==> src/rtl/tff_bank_arbiter.sv <==
// ----------------------------------------------------------------------------
// tff_bank_arbiter
// Round-robin arbiter sharing one WIDTH-bit toggle flip-flop register bank
// among NREQ requesters. A load drives the bank to a target value by
// converting it to a toggle mask (T = D ^ Q). A toggle applies the mask
// directly (T = D). Every transaction is IDLE -> APPLY -> RESP, which is
// three cycles. Completion reports the winning id and the popcount of T.
//
// Ports
//   clk         : clock, rising edge
//   reset       : asynchronous, active-high; clears all state
//   req_valid   : per-requester request valid            [NREQ]
//   req_mode    : per-requester kind, 0 = load, 1 = toggle [NREQ]
//   req_data    : requester i owns bits [i*WIDTH +: WIDTH] [NREQ*WIDTH]
//   req_ready   : one-hot grant, combinational, IDLE only [NREQ]
//   q           : register bank value                    [WIDTH]
//   busy        : FSM not in IDLE
//   done        : one-cycle completion pulse (RESP)
//   done_id     : completed requester id, valid with done [IDW]
//   toggle_cnt  : popcount of applied mask, valid with done [CNTW]
// ----------------------------------------------------------------------------
module tff_bank_arbiter #(
    parameter int unsigned WIDTH = 8,
    parameter int unsigned NREQ  = 4,
    parameter int unsigned IDW   = $clog2(NREQ),
    parameter int unsigned CNTW  = $clog2(WIDTH + 1)
) (
    input  logic                    clk,
    input  logic                    reset,
    input  logic [NREQ-1:0]         req_valid,
    input  logic [NREQ-1:0]         req_mode,
    input  logic [NREQ*WIDTH-1:0]   req_data,
    output logic [NREQ-1:0]         req_ready,
    output logic [WIDTH-1:0]        q,
    output logic                    busy,
    output logic                    done,
    output logic [IDW-1:0]          done_id,
    output logic [CNTW-1:0]         toggle_cnt
);

    typedef enum logic [1:0] {
        S_IDLE  = 2'd0,
        S_APPLY = 2'd1,
        S_RESP  = 2'd2
    } state_t;

    state_t             r_state;
    state_t             w_state_nxt;

    logic [IDW-1:0]     r_ptr;
    logic [WIDTH-1:0]   r_data;
    logic               r_mode;
    logic [IDW-1:0]     r_id;
    logic [WIDTH-1:0]   r_q;
    logic               r_done;
    logic [IDW-1:0]     r_done_id;
    logic [CNTW-1:0]    r_cnt;

    logic               w_found;
    logic [IDW-1:0]     w_grant;
    logic [IDW-1:0]     w_ptr_nxt;
    logic [WIDTH-1:0]   w_sel_data;
    logic [WIDTH-1:0]   w_t;
    logic [CNTW-1:0]    w_cnt;

    // Round-robin search starting at the pointer; first valid requester wins.
    always_comb begin
        logic [IDW-1:0] idx;
        w_found = 1'b0;
        w_grant = '0;
        idx     = r_ptr;
        for (int k = 0; k < int'(NREQ); k++) begin
            if (!w_found && req_valid[idx]) begin
                w_found = 1'b1;
                w_grant = idx;
            end
            idx = (idx == IDW'(NREQ - 1)) ? '0 : idx + IDW'(1);
        end
    end

    // Pointer advances past the winner, wrapping modulo NREQ.
    assign w_ptr_nxt = (w_grant == IDW'(NREQ - 1)) ? '0 : w_grant + IDW'(1);

    // Data slice of the winning requester.
    always_comb begin
        w_sel_data = '0;
        for (int i = 0; i < int'(NREQ); i++) begin
            if (w_grant == IDW'(i)) begin
                w_sel_data = req_data[i*WIDTH +: WIDTH];
            end
        end
    end

    // Toggle mask: load converts target to flips, toggle uses data as-is.
    assign w_t = r_mode ? r_data : (r_data ^ r_q);

    // Number of bits that will flip.
    always_comb begin
        w_cnt = '0;
        for (int b = 0; b < int'(WIDTH); b++) begin
            w_cnt = w_cnt + CNTW'(w_t[b]);
        end
    end

    // State register.
    always_ff @(posedge clk or posedge reset) begin
        if (reset) begin
            r_state <= S_IDLE;
        end else begin
            r_state <= w_state_nxt;
        end
    end

    // Next-state logic.
    always_comb begin
        w_state_nxt = r_state;
        case (r_state)
            S_IDLE:  if (w_found) w_state_nxt = S_APPLY;
            S_APPLY: w_state_nxt = S_RESP;
            S_RESP:  w_state_nxt = S_IDLE;
            default: w_state_nxt = S_IDLE;
        endcase
    end

    // Output logic: grant only in IDLE; busy from the registered state.
    always_comb begin
        req_ready = '0;
        busy      = 1'b0;
        if (r_state == S_IDLE) begin
            if (w_found) begin
                req_ready = NREQ'(1) << w_grant;
            end
        end else begin
            busy = 1'b1;
        end
    end

    // Capture, bank update and completion registers.
    always_ff @(posedge clk or posedge reset) begin
        if (reset) begin
            r_ptr     <= '0;
            r_data    <= '0;
            r_mode    <= 1'b0;
            r_id      <= '0;
            r_q       <= '0;
            r_done    <= 1'b0;
            r_done_id <= '0;
            r_cnt     <= '0;
        end else begin
            case (r_state)
                S_IDLE: begin
                    r_done <= 1'b0;
                    if (w_found) begin
                        r_data <= w_sel_data;
                        r_mode <= req_mode[w_grant];
                        r_id   <= w_grant;
                        r_ptr  <= w_ptr_nxt;
                    end
                end
                S_APPLY: begin
                    r_q       <= r_q ^ w_t;
                    r_cnt     <= w_cnt;
                    r_done_id <= r_id;
                    r_done    <= 1'b1;
                end
                default: begin
                    r_done <= 1'b0;
                end
            endcase
        end
    end

    assign q          = r_q;
    assign done       = r_done;
    assign done_id    = r_done_id;
    assign toggle_cnt = r_cnt;

endmodule

==> config.mk <==
export PLATFORM = sky130hd
export DESIGN_NAME = tff_bank_arbiter
export DESIGN_NICKNAME = d
export VERILOG_FILES = /design/src/rtl/tff_bank_arbiter.sv
export SDC_FILE = /design/constraint.sdc
export NUM_CORES = 1
export LEC_CHECK = 0
export BUFFER_PORTS_ARGS = -buffer_cell sky130_fd_sc_hd__buf_2
export CAP_MARGIN = 25
export CORE_MARGIN = 2
export CORE_UTILIZATION = 57
export CTS_CLUSTER_SIZE = 12
export DETAILED_ROUTE_END_ITERATION = 6
export PLACE_DENSITY = 0.89
export SLEW_MARGIN = 20
export SYNTH_ARGS = -nofsm -noshare
export SYNTH_HDL_FRONTEND = slang
export SYNTH_SLANG_ARGS = --single-unit
==> constraint.sdc <==
create_clock -name clk -period 5.35 [get_ports clk]
set_clock_uncertainty 0.1 [all_clocks]
set_input_delay 1.07 -clock clk [delete_from_list [all_inputs] [get_ports clk]]
set_output_delay 1.07 -clock clk [all_outputs]
set_load 0.01 [all_outputs]
* Word-level counts from Yosys, hierarchy flattened
Index checks and enable logic that the tools add are counted.
** Word-level totals
- Register bits after elaboration :: 30
- Input port bits :: 42
- Output and inout bits :: 20
- Word-level logic and storage cells :: 78
** Operators by class
- $add $sub $neg :: 11
- Magnitude comparators :: 5
- Equal/unequal tests :: 8
- Shift operators :: 1
- Muxes and demuxes :: 33
- Bitwise logic cells :: 2
- Reduce and logical (&&, ||, !) cells :: 9
** Operators by type and width (number)
- 8-bit two-way mux :: 5
- 2-bit two-way mux :: 9
- 4-bit by 1-bit adder with 4-bit output :: 4
- 8-bit XOR :: 2
- 2-bit by 3-bit less-than comparator with 1-bit output (second input constant) :: 5
- 1-bit two-way mux :: 11
- 1-bit binary-select mux with 2-bit select :: 5
- 2-bit equality test (second input constant) :: 5
- 2-bit by 1-bit adder with 2-bit output (second input constant) :: 4
- 4-bit two-way mux :: 2
- 3-bit by 1-bit adder with 4-bit output :: 1
- 2-bit by 1-bit equality test with 1-bit output (second input constant) :: 2
- 2-bit zero test :: 2
- 2-bit one-hot mux with 2 select lines :: 1
- 1-bit by 2-bit left shift with 4-bit output (first input constant) :: 1
- 2-bit by 1-bit adder with 3-bit output :: 1
- 1-bit logical AND :: 3
- 1-bit zero test :: 3
- 1-bit by 1-bit adder with 2-bit output :: 1
- 2-bit != test (second input constant) :: 1
- 2-bit AND reduction :: 1

* Logic depth before layout (Yosys ltp)
Gate-level depths: netlist (run 1).
- Depth in word-level cells :: 17
- Mapped depth :: 15
- Depth with buffers taken out :: 13

* Least setup slack after synthesis (run 1)
Ideal clock, no wire load.
- Kind :: in2out
- Start :: in req_valid[1]
- End :: out req_ready[2]
- Data arrival time :: 3192 ps
- Data required time :: 4180 ps
- Slack :: 988 ps
- Cell stages on the path :: 11
- Path buffers :: 3
- Path through :: buf_4 -> mux2i_1 -> or4b_4 -> a31oi_4 -> nand2_2 -> a32o_2 -> inv_1 -> ha_1 -> buf_1 -> clkbuf_1 -> and2_1
** Between the ends
- Cells in the longest elaborated chain, start to end :: 15
- Elaborated cells on any way between the ends :: 25
- Those cells by class :: shift (1); mux (18); reduce/logical (6)
** RTL lines
- from (decl) :: line 30 : input logic [NREQ-1:0] req_valid,
- 1-bit binary-select mux with 2-bit select :: line 73 : if (!w_found && req_valid[idx]) begin
- 1-bit two-way mux (not written as such) :: line 73
- 1-bit two-way mux :: line 73
- 1-bit zero test :: line 73
- 1-bit logical AND :: line 73
- 1-bit two-way mux :: line 73
- 1-bit zero test :: line 73
- 1-bit logical AND :: line 73
- 1-bit two-way mux :: line 73
- 1-bit zero test :: line 73
- 1-bit logical AND :: line 73
- 2-bit two-way mux (*) :: line 73
- via w_grant[1] :: line 60 : logic [IDW-1:0] w_grant;
- 1-bit by 2-bit left shift with 4-bit output (*) :: line 131 : req_ready = NREQ'(1) << w_grant;
- 4-bit two-way mux (*) :: line 130 : if (w_found) begin
- 4-bit two-way mux (*) :: line 129 : if (r_state == S_IDLE) begin
- to (decl) :: line 33 : output logic [NREQ-1:0] req_ready,
Mark *: on every way through the listed nets, which the timed path passes. The rest lies on a longest branch. The select of a mux whose other input is x is not followed.

* Worst setup path in the final report (run 1)
- Start :: reg r_ptr[0]
- End :: out req_ready[2]
** Between the ends
- Cells in the longest elaborated chain, start to end :: 15
- Elaborated cells on any way between the ends :: 34
- Those cells by class :: add/sub (3); eq/ne (3); shift (1); mux (21); reduce/logical (6)
** RTL lines
- from (decl) :: line 50 : logic [IDW-1:0] r_ptr;
- from (signal assigned) :: line 157 : r_ptr <= w_ptr_nxt;
- branches (longest 11 deep; another with 2-bit by 1-bit adder with 2-bit output)
- 2-bit two-way mux (*) :: line 73
- via w_grant[0] :: line 60
- 1-bit by 2-bit left shift with 4-bit output (*) :: line 131
- 4-bit two-way mux (*) :: line 130
- 4-bit two-way mux (*) :: line 129
Mark *: on every way through the listed nets, which the timed path passes. The select of a mux whose other input is x is not followed.

==> results of run 1 <==
==> flip-flops by register name, indices dropped and copies added, names as in the netlist <==
signal,flops
r_id,2
done_id,2
r_mode,1
toggle_cnt,4
r_data,8
q,8
r_state,2
r_ptr,2
done,1
==> final timing paths <==
| kind | start | to | slack, ns | cells after the start |
|---|---|---|---|---|
| max reg2reg | r_ptr[0] | r_data[5] | 1.18 | 12 |
| min in group asynchronous | reset | done | 0.70 | 2 |
| min reg2reg | r_state[1] | r_state[1] | 0.35 | 1 |
| min | r_state[1] | r_state[1] | 0.35 | 1 |
| max | r_ptr[0] | req_ready[2] | 0.32 | 9 |
| max in group asynchronous | reset | r_data[4] | 3.98 | 3 |
==> per-stage QoR <==
step | setup slack [ns] | utilization (%)
6_report | 0.316 | 71.4
4_1_cts | 0.345 | 71.4
5_1_grt | 0.0803 | 71.4
3_3_place_gp | 0.907 | 67.7
3_5_place_dp | 0.675 | 68.4
2_1_floorplan | 0.988 | -
==> cells in the final DEF (no fill, tap or decap), drive strengths merged, types with 3 or more instances in the layout <==
cell type and count:
a21oi 30, clkbuf 6, nand2 28, mux2 4, ha 8, fa 4
dfrtp 30, xnor2 9, nand2b 4, o21ai 27, buf 64, nor2b 9
nor2 11, nand3 5, and3 8, inv 19, mux2i 12, and2 3
a311oi 3
==> worst register-to-register path: cells and delay by family, from the launching register on <==
| family | cells | cell delay [ns] |
|---|---|---|
| compound gates | 6 | 1.48 |
| fa+ha+maj | 2 | 1.11 |
| buf+inv | 1 | 0.18 |
| flops | 1 | 0.62 |
| mux | 1 | 0.19 |
| simple gates | 2 | 0.36 |
==> per-layer routing <==
layer	vias up	track usage, %	wire length (um)
met2	99	36.5	2300
met3	7	5.57	382
met5	-	0	0
li1	993	-	-
met4	0	8.93	48
met1	879	31.6	2040
==> layout make-up <==
cell class                      instances  area share (%)
Multi-Input combinational cell        190            49.8
Sequential cell                        30            28.1
Timing Repair Buffer                   64            13.0
Clock buffer                            6            2.72
Inverter                               19            2.67
Tap cell                               48            2.25
Clock inverter                          2            1.41
==> cell families (layout without fill, tap and decap cells) <==
kind of cell | count (synthesis) | after routing | share of synthesized area (%)
buffers and inverters | 35 | 91 | 8.07
AND/OR/NAND/NOR | 76 | 76 | 17.6
AO/OA/AOI/OAI | 75 | 75 | 20.2
flip-flops | 30 | 30 | 33.1
adder cells (fa/ha/maj) | 12 | 12 | 7.96
multiplexers | 18 | 18 | 9.61
XOR/XNOR | 9 | 9 | 3.48
==> results.md, run 1 <==
- Area after DPL: 2560 um2
- Slowest-stage cell, CP: o311ai_1
- Starting density of the core: 60.5%
- Placed Cells: 351
- Distinct cells, synth: 49
- Routability Congestion: 0.982
- Vias in the first global route: 1,790
- Post-CTS Setup Bufs: 0
- CTS tree: yes
- Area Growth Syn to Fin: 18.0%
- CTS Hold Buffers Added: 0
- Clock sink count: 30
- Clock Tree Buf Depth: 2
- WHS: 0.353 ns
- Seq/Total Area, Yosys: 33.1%
- First-pass GRT wire length: 8040 um
- Mean Syn Cell Area: 8.88 um2
- Outcome: finished, final reports clean
- Layout cells sized above 1: 28.0%
- Crit path arrival time: 3.86 ns
- Crit-path max FO: 20
- Diodes inserted: 0
- Main synth FF type: dfrtp_1
- Final Setup Violations: 0
- Asr flop ratio synth: 100%
- Layout fillers: 300
- Ys Warns: 0
- Multi-input logic area: 1330 um2
- Top-area cell type share of the netlist area: 33.1%
- Startpoint Class: flop
- PortBufs: 61
- Largest net degree at the start of global routing: 25
- Mapped cell area: 2260 um2
- Core Box Area: 3740 um2
- Cell Rows: 22
- Post-CTS Resized: 0
- Hpwl dp: 3710 um
- Total grt overflow: 0
- Synth top area cells: dfrtp_1 33%, a21oi_1 6.6%, o21ai_0 5.7%, mux2i_1 5.3%, ha_1 4.4%
- Worst min-delay path class: flop to flop
- Relative slew margins: 31.4%
- Clock root buffer master: clkbuf_8
- CP max stage delay: 0.88 ns
- Die Y-Extent: 67.0 um
- WL final: 4770 um
- EDFF count, synth: 0
- Final Cell Area: 2670 um2
- CTS H-tree depth: 2
- Syn Inst Count: 255
- WP buf/inv: 2
- CTS clk-pin slew, worst paths: 0.07 ns
- TritonRoute pass-1 iters: 4
- Register area: 751 um2
- # DRC: 0
- Flops & latches, synth: 30
- Post-Syn Nets: 309
- Antenna violations before repair: 0
- Worst Path Class, Setup: flop to output pin
- Post-route ant nets: 0
- Initial DRC Count: 130
- Largest delay share family, worst path: compound AO/OA/AOI/OAI gates
- Total negative slack: 0 ns
- Max-slew violations: 0
- Worst-path cell chain: ha_1 -> nor3_1 -> a21oi_1 -> a21oi_1 -> o311ai_1 -> inv_1 -> ha_1 -> and2_1 -> buf_2
- Reported max-cap violation count: 0
- Ports: 62
- Final Hold Vio Count: 0
- Commonest cells post-synth: 30 x a21oi_1, 30 x dfrtp_1, 26 x nand2_1, 26 x o21ai_0, 18 x inv_1
- Die area: 4490 um2
- Crit. End Element: output pin
- RSZ-0062 raised after global routing: false
- Net count reported at finish: 364
- Post-synth top area cell: dfrtp_1
- Die Wd: 67.0 um
- Worst-Margin Slew: 1.01 ns
- Tot GR Track Use: 23.5%
- Critical path data required time: 4.18 ns
- Fin cells: 359
- FMAX: 0.199 GHz
- Clock latency on the worst-skew pair: 0.29 ns
- Routed WL per cell: 13.3 um
- Inserted Clock Buffers: 5
- DR vias: 1,978
- Via density: 5.51
- Final worst path period share: 94.1%
- Min Clock Period, post-route: 5.03 ns
Power of run 1 is left out: the tool's default activity adds up to more than one toggle a clock period on the data nets, which glitch-free logic cannot reach.
==> run 2: changes to the inputs <==
--- a/config.mk
+++ b/config.mk
@@ -8,10 +8,10 @@
 export BUFFER_PORTS_ARGS = -buffer_cell sky130_fd_sc_hd__buf_2
 export CAP_MARGIN = 25
 export CORE_MARGIN = 2
-export CORE_UTILIZATION = 57
+export CORE_UTILIZATION = 45
 export CTS_CLUSTER_SIZE = 12
 export DETAILED_ROUTE_END_ITERATION = 6
-export PLACE_DENSITY = 0.89
+export PLACE_DENSITY = 0.73
 export SLEW_MARGIN = 20
 export SYNTH_ARGS = -nofsm -noshare
 export SYNTH_HDL_FRONTEND = slang
==> results.md, run 2 (same netlist as run 1, synthesis figures left out) <==
- Min Clock Period, post-route: 4.86 ns (-0.179 ns)
- # DRC: 0 (unchanged)
- Placed Cells: 371 (+5.7%)
- Total grt overflow: 0 (unchanged)
- Post-CTS Setup Bufs: 0 (unchanged)
- Worst-Margin Slew: 0.653 ns (-0.360 ns)
- Inserted Clock Buffers: 5 (unchanged)
- Reg-to-Reg Start: r_ptr[0]
- Routed WL per cell: 12.1 um (-9.2%)
- Crit path top cell by count: ha_1
- Max-slew violations: 0 (unchanged)
- Net count reported at finish: 365 (+0.27%)
- Layout cells sized above 1: 28.2% (+0.23 points)
- Critical path data required time: 4.18 ns (about the same)
- Ports: 62 (unchanged)
- Area Growth Syn to Fin: 17.6%
- Diodes inserted: 0 (unchanged)
- Crit. End Element: output pin
- Register area: 751 um2 (unchanged)
- Final Setup Violations: 0 (unchanged)
- Post-route ant nets: 0 (unchanged)
- DR vias: 1,944 (-1.7%)
- Multi-input logic area: 1330 um2 (unchanged)
- Clock sink count: 30 (unchanged)
- Final Hold Vio Count: 0 (unchanged)
- Crit path arrival time: 3.69 ns (-0.17 ns)
- Clock root buffer master: clkbuf_8
- Hpwl dp: 3510 um (-5.3%)
- Antenna violations before repair: 0 (unchanged)
- Die Y-Extent: 74.9 um (+12%)
- Fin cells: 379 (+5.6%)
- Outcome: finished, final reports clean
- Starting density of the core: 47.3% (-13 points)
- Worst-path cell chain: ha_1 -> nor3_1 -> or4b_4 -> a31oi_4 -> nand2_2 -> a32o_2 -> inv_1 -> ha_1 -> and2_1 -> buf_2
- CP max stage delay: 0.64 ns (-0.24 ns)
- Commonest non-fill, non-tap cell in the layout: buf_2
- PortBufs: 61 (unchanged)
- Most frequent cells in the layout: 61 x buf_2, 30 x a21oi_1, 30 x dfrtp_1
- Initial DRC Count: 56 (-57%)
- Relative slew margins: 56.4% (+25 points)
- WP buf/inv: 2 (unchanged)
- Via density: 5.13 (-6.9%)
- Die area: 5620 um2 (+25%)
- Reported max-cap violation count: 0 (unchanged)
- First-pass GRT wire length: 7900 um (-1.7%)
- Final worst path period share: 90.7% (-3.4 points)
- CP startpoint: r_ptr[0]
- Core Box Area: 4790 um2 (+28%)
- CTS Hold Buffers Added: 0 (unchanged)
- Slowest-stage cell, CP: ha_1
- Worst Path Class, Setup: flop to output pin
- WL final: 4570 um (-4.1%)
- Die Wd: 74.9 um (+12%)
- Clock Tree Buf Depth: 2 (unchanged)
- FMAX: 0.206 GHz (+3.7%)
- Clock latency on the worst-skew pair: 0.28 ns (about the same)
- Vias in the first global route: 1,767 (-1.3%)
- Total negative slack: 0 ns (unchanged)
- CTS tree: yes
- Cell Rows: 25 (+14%)
- Startpoint Class: flop
- RSZ-0062 raised after global routing: false
- TritonRoute pass-1 iters: 4 (unchanged)
- Tot GR Track Use: 18.3% (-5.2 points)
- Post-CTS Resized: 0 (unchanged)
- Hold Path Origin: r_state[1]
- Largest delay share family, worst path: adder cells
- Worst min-delay path class: flop to flop
- Routability Congestion: 0.857 (-13%)
- Crit-path max FO: 20 (unchanged)
- CTS H-tree depth: 2 (unchanged)
- CTS clk-pin slew, worst paths: 0.06 ns (about the same)
- Layout fillers: 444 (+48%)
- Largest net degree at the start of global routing: 31 (+24%)
## run 2: cell count changes in the layout (fill, tap and decap cells not counted)
cell        delta
clkbuf_8       +1
bufinv_16      -1
clkinvlp_4     -1
buf_16         -1
clkinv_2       +1
buf_4          +2
## run 2: per-layer routing
layer  share of wire (%)  global-route usage (%)
met5                   0                       0
met4                 1.5                    6.94
met3                 6.9                    5.62
met2                  46                    28.0
met1                  46                    24.4
## run 2: final timing paths
check / slack (ns) / to / cells past startpoint
worst max-delay path: 0.49 / req_ready[2] / 10
worst min-delay path: 0.35 / r_state[1] / 1
worst max register to register: 1.43 / r_data[6] / 14
worst min register to register: 0.35 / r_state[1] / 1
max in group asynchronous: 4.13 / q[6] / 3
min in group asynchronous: 0.75 / done_id[0] / 3
## run 2: area by class of cell
class	count	area share, %
clock inverters	1	0.188
inverters	19	2.68
multi-input cells	190	50.0
flip-flops and latches	30	28.2
well taps	67	3.15
clock buffers	7	3.24
repair buffers	65	12.6
## run 2: metrics by stage
| step | hold WS (ns) | setup slack (ns) | cell area, um2 | utilization, % |
|---|---|---|---|---|
| global placement | 0.333 | 0.893 | 2570 | 53.8 |
| global route | 0.377 | 0.221 | 2660 | 55.7 |
| detailed placement | 0.339 | 0.824 | 2570 | 53.8 |
| CTS | 0.352 | 0.490 | 2660 | 55.7 |
| finish | 0.351 | 0.495 | 2660 | 55.7 |
| floorplan | 0.318 | 0.988 | 2260 | - |
Power of run 2 is left out for the same reason.
==> run 3: changes to the inputs <==
--- a/config.mk
+++ b/config.mk
@@ -5,11 +5,11 @@
 export SDC_FILE = /design/constraint.sdc
 export NUM_CORES = 1
 export LEC_CHECK = 0
-export BUFFER_PORTS_ARGS = -buffer_cell sky130_fd_sc_hd__buf_2
+export BUFFER_PORTS_ARGS = -buffer_cell sky130_fd_sc_hd__buf_4
 export CAP_MARGIN = 25
-export CORE_MARGIN = 2
+export CORE_MARGIN = 5
 export CORE_UTILIZATION = 45
-export CTS_CLUSTER_SIZE = 12
+export CTS_CLUSTER_SIZE = 30
 export DETAILED_ROUTE_END_ITERATION = 6
 export PLACE_DENSITY = 0.73
 export SLEW_MARGIN = 20
==> results.md, run 3 (same netlist as run 1, synthesis figures left out) <==
- Outcome: finished, final reports clean
- Crit. End Element: output pin
- Most frequent cells in the layout: 64 x buf_4, 30 x a21oi_1, 30 x dfrtp_1
- Min Clock Period, post-route: 4.85 ns (-0.00970 ns)
- WHS: 0.355 ns (+0.00356 ns)
- Leak: 1.37 nW
- CP max stage delay: 0.65 ns (about the same)
- Die area: 6550 um2 (+17%)
- Total negative slack: 0 ns (unchanged)
- Crit-path max FO: 20 (unchanged)
- Diodes inserted: 0 (unchanged)
- Hpwl dp: 3710 um (+5.7%)
- Largest delay share family, worst path: adder cells
- Post-route ant nets: 0 (unchanged)
- Clock latency on the worst-skew pair: 0.28 ns (about the same)
- Worst min-delay path class: flop to flop
- Worst-path cell chain: ha_1 -> nor3_1 -> or4b_4 -> a31oi_4 -> nand2_2 -> a32o_2 -> inv_1 -> ha_1 -> and2_1 -> buf_4
- Slowest-stage cell, CP: ha_1
- Maximum VDD drop: 405 uV
- Die Y-Extent: 80.9 um (+8.0%)
- Cell Rows: 25 (unchanged)
- Post-CTS Resized: 0 (unchanged)
- CTS clk-pin slew, worst paths: 0.06 ns (about the same)
- Routability Congestion: 0.841 (-1.8%)
- Starting density of the core: 47.0% (-0.31 points)
- Critical path data required time: 4.18 ns (about the same)
- Via density: 5.20 (+1.3%)
- WL final: 4780 um (+4.6%)
- Routed WL per cell: 12.7 um (+4.8%)
- Total grt overflow: 0 (unchanged)
- Reg-to-Reg Start: r_ptr[0]
- FMAX: 0.206 GHz (+0.20%)
- Post-CTS Setup Bufs: 0 (unchanged)
- Final core utilization: 58.3% (+2.7 points)
- DR vias: 1,964 (+1.0%)
- Hold Path Origin: r_state[1]
- Tot GR Track Use: 15.0% (-3.3 points)
- Inserted Clock Buffers: 5 (unchanged)
- Relative slew margins: 57.7% (+1.3 points)
- Crit path top cell by count: ha_1
- Power Density: 805 nW/um2
- RSZ-0062 raised after global routing: false
- CTS H-tree depth: 2 (unchanged)
- Clock sink count: 30 (unchanged)
- Startpoint Class: flop
- CTS Hold Buffers Added: 0 (unchanged)
- Clock root buffer master: clkbuf_8
- Final Hold Vio Count: 0 (unchanged)
- Final Setup Violations: 0 (unchanged)
- Net count reported at finish: 364 (-0.27%)
- Core Box Area: 4820 um2 (+0.65%)
- Crit path arrival time: 3.68 ns (about the same)
- Worst-Margin Slew: 0.634 ns (-0.0193 ns)
- Initial DRC Count: 84 (+50%)
- CP startpoint: r_ptr[0]
- Die Wd: 80.9 um (+8.0%)
- Layout cells sized above 1: 28.3% (+0.091 points)
- Final worst path period share: 90.6% (-0.18 points)
- Antenna violations before repair: 0 (unchanged)
- Worst Path Class, Setup: flop to output pin
- First-pass GRT wire length: 7810 um (-1.1%)
- Largest net degree at the start of global routing: 31 (unchanged)
- Commonest non-fill, non-tap cell in the layout: buf_4
- Max-slew violations: 0 (unchanged)
- # DRC: 0 (unchanged)
- TritonRoute pass-1 iters: 4 (unchanged)
- CTS tree: yes
- Reported max-cap violation count: 0 (unchanged)
- Area Growth Syn to Fin: 24.0%
- PortBufs: 61 (unchanged)
- WP buf/inv: 2 (unchanged)
- Clock Tree Buf Depth: 2 (unchanged)
- Vias in the first global route: 1,704 (-3.6%)
- Ports: 62 (unchanged)
==> run 3: cell types whose count changed in the layout (fill, tap and decap cells not counted), sizes merged <==
cell	delta
buf	-1
==> run 3: path summary, 6_finish.rpt <==
| check | depth (start not counted) | slack [ns] | end |
|---|---|---|---|
| worst max register to register | 14 | 1.45 | r_data[6] |
| min in group asynchronous | 2 | 0.76 | done |
| worst min register to register | 1 | 0.35 | r_state[1] |
| worst min-delay path | 1 | 0.35 | r_state[1] |
| max in group asynchronous | 2 | 3.98 | r_data[4] |
| worst max-delay path | 10 | 0.50 | req_ready[2] |
==> run 3: where the power goes <==
group / total, W / switching (W) / internal (W)
registers: 0.000469 / 0.000130 / 0.000339
logic: 0.00161 / 0.000838 / 0.000770
clock network: 0.000183 / 0.0000799 / 0.000103
total: 0.00226 / 0.00105 / 0.00121
==> run 3: through the flow <==
step	cells	worst slack [ns]	power (W)	area, um2
finish	378	0.505	0.00226	2810
global route	378	0.261	0.00252	2810
CTS	378	0.507	0.00229	2810
detailed placement	370	0.822	0.00210	2720
global placement	370	0.904	0.00207	2720
floorplan	255	0.988	0.00172	2260
==> run 3: routing by layer <==
metal  global-route usage [%]  vias up  routed length [um]
li1                         -      999                   -
met5                        0        -                   0
met2                     22.4       60                2080
met4                     4.05        0                  59
met3                     5.10        4                 399
met1                     20.7      901                2240
==> run 3: final cells by class <==
class	count	area (um2)
Timing Repair Buffer	64	480
Inverter	19	71.3
Sequential cell	30	751
Fill cell	466	2010
Clock buffer	7	86.3
Tap cell	67	83.8
Clock inverter	1	5.00
Multi-Input combinational cell	190	1330
Note: power is estimated with default switching activity, not from simulation.
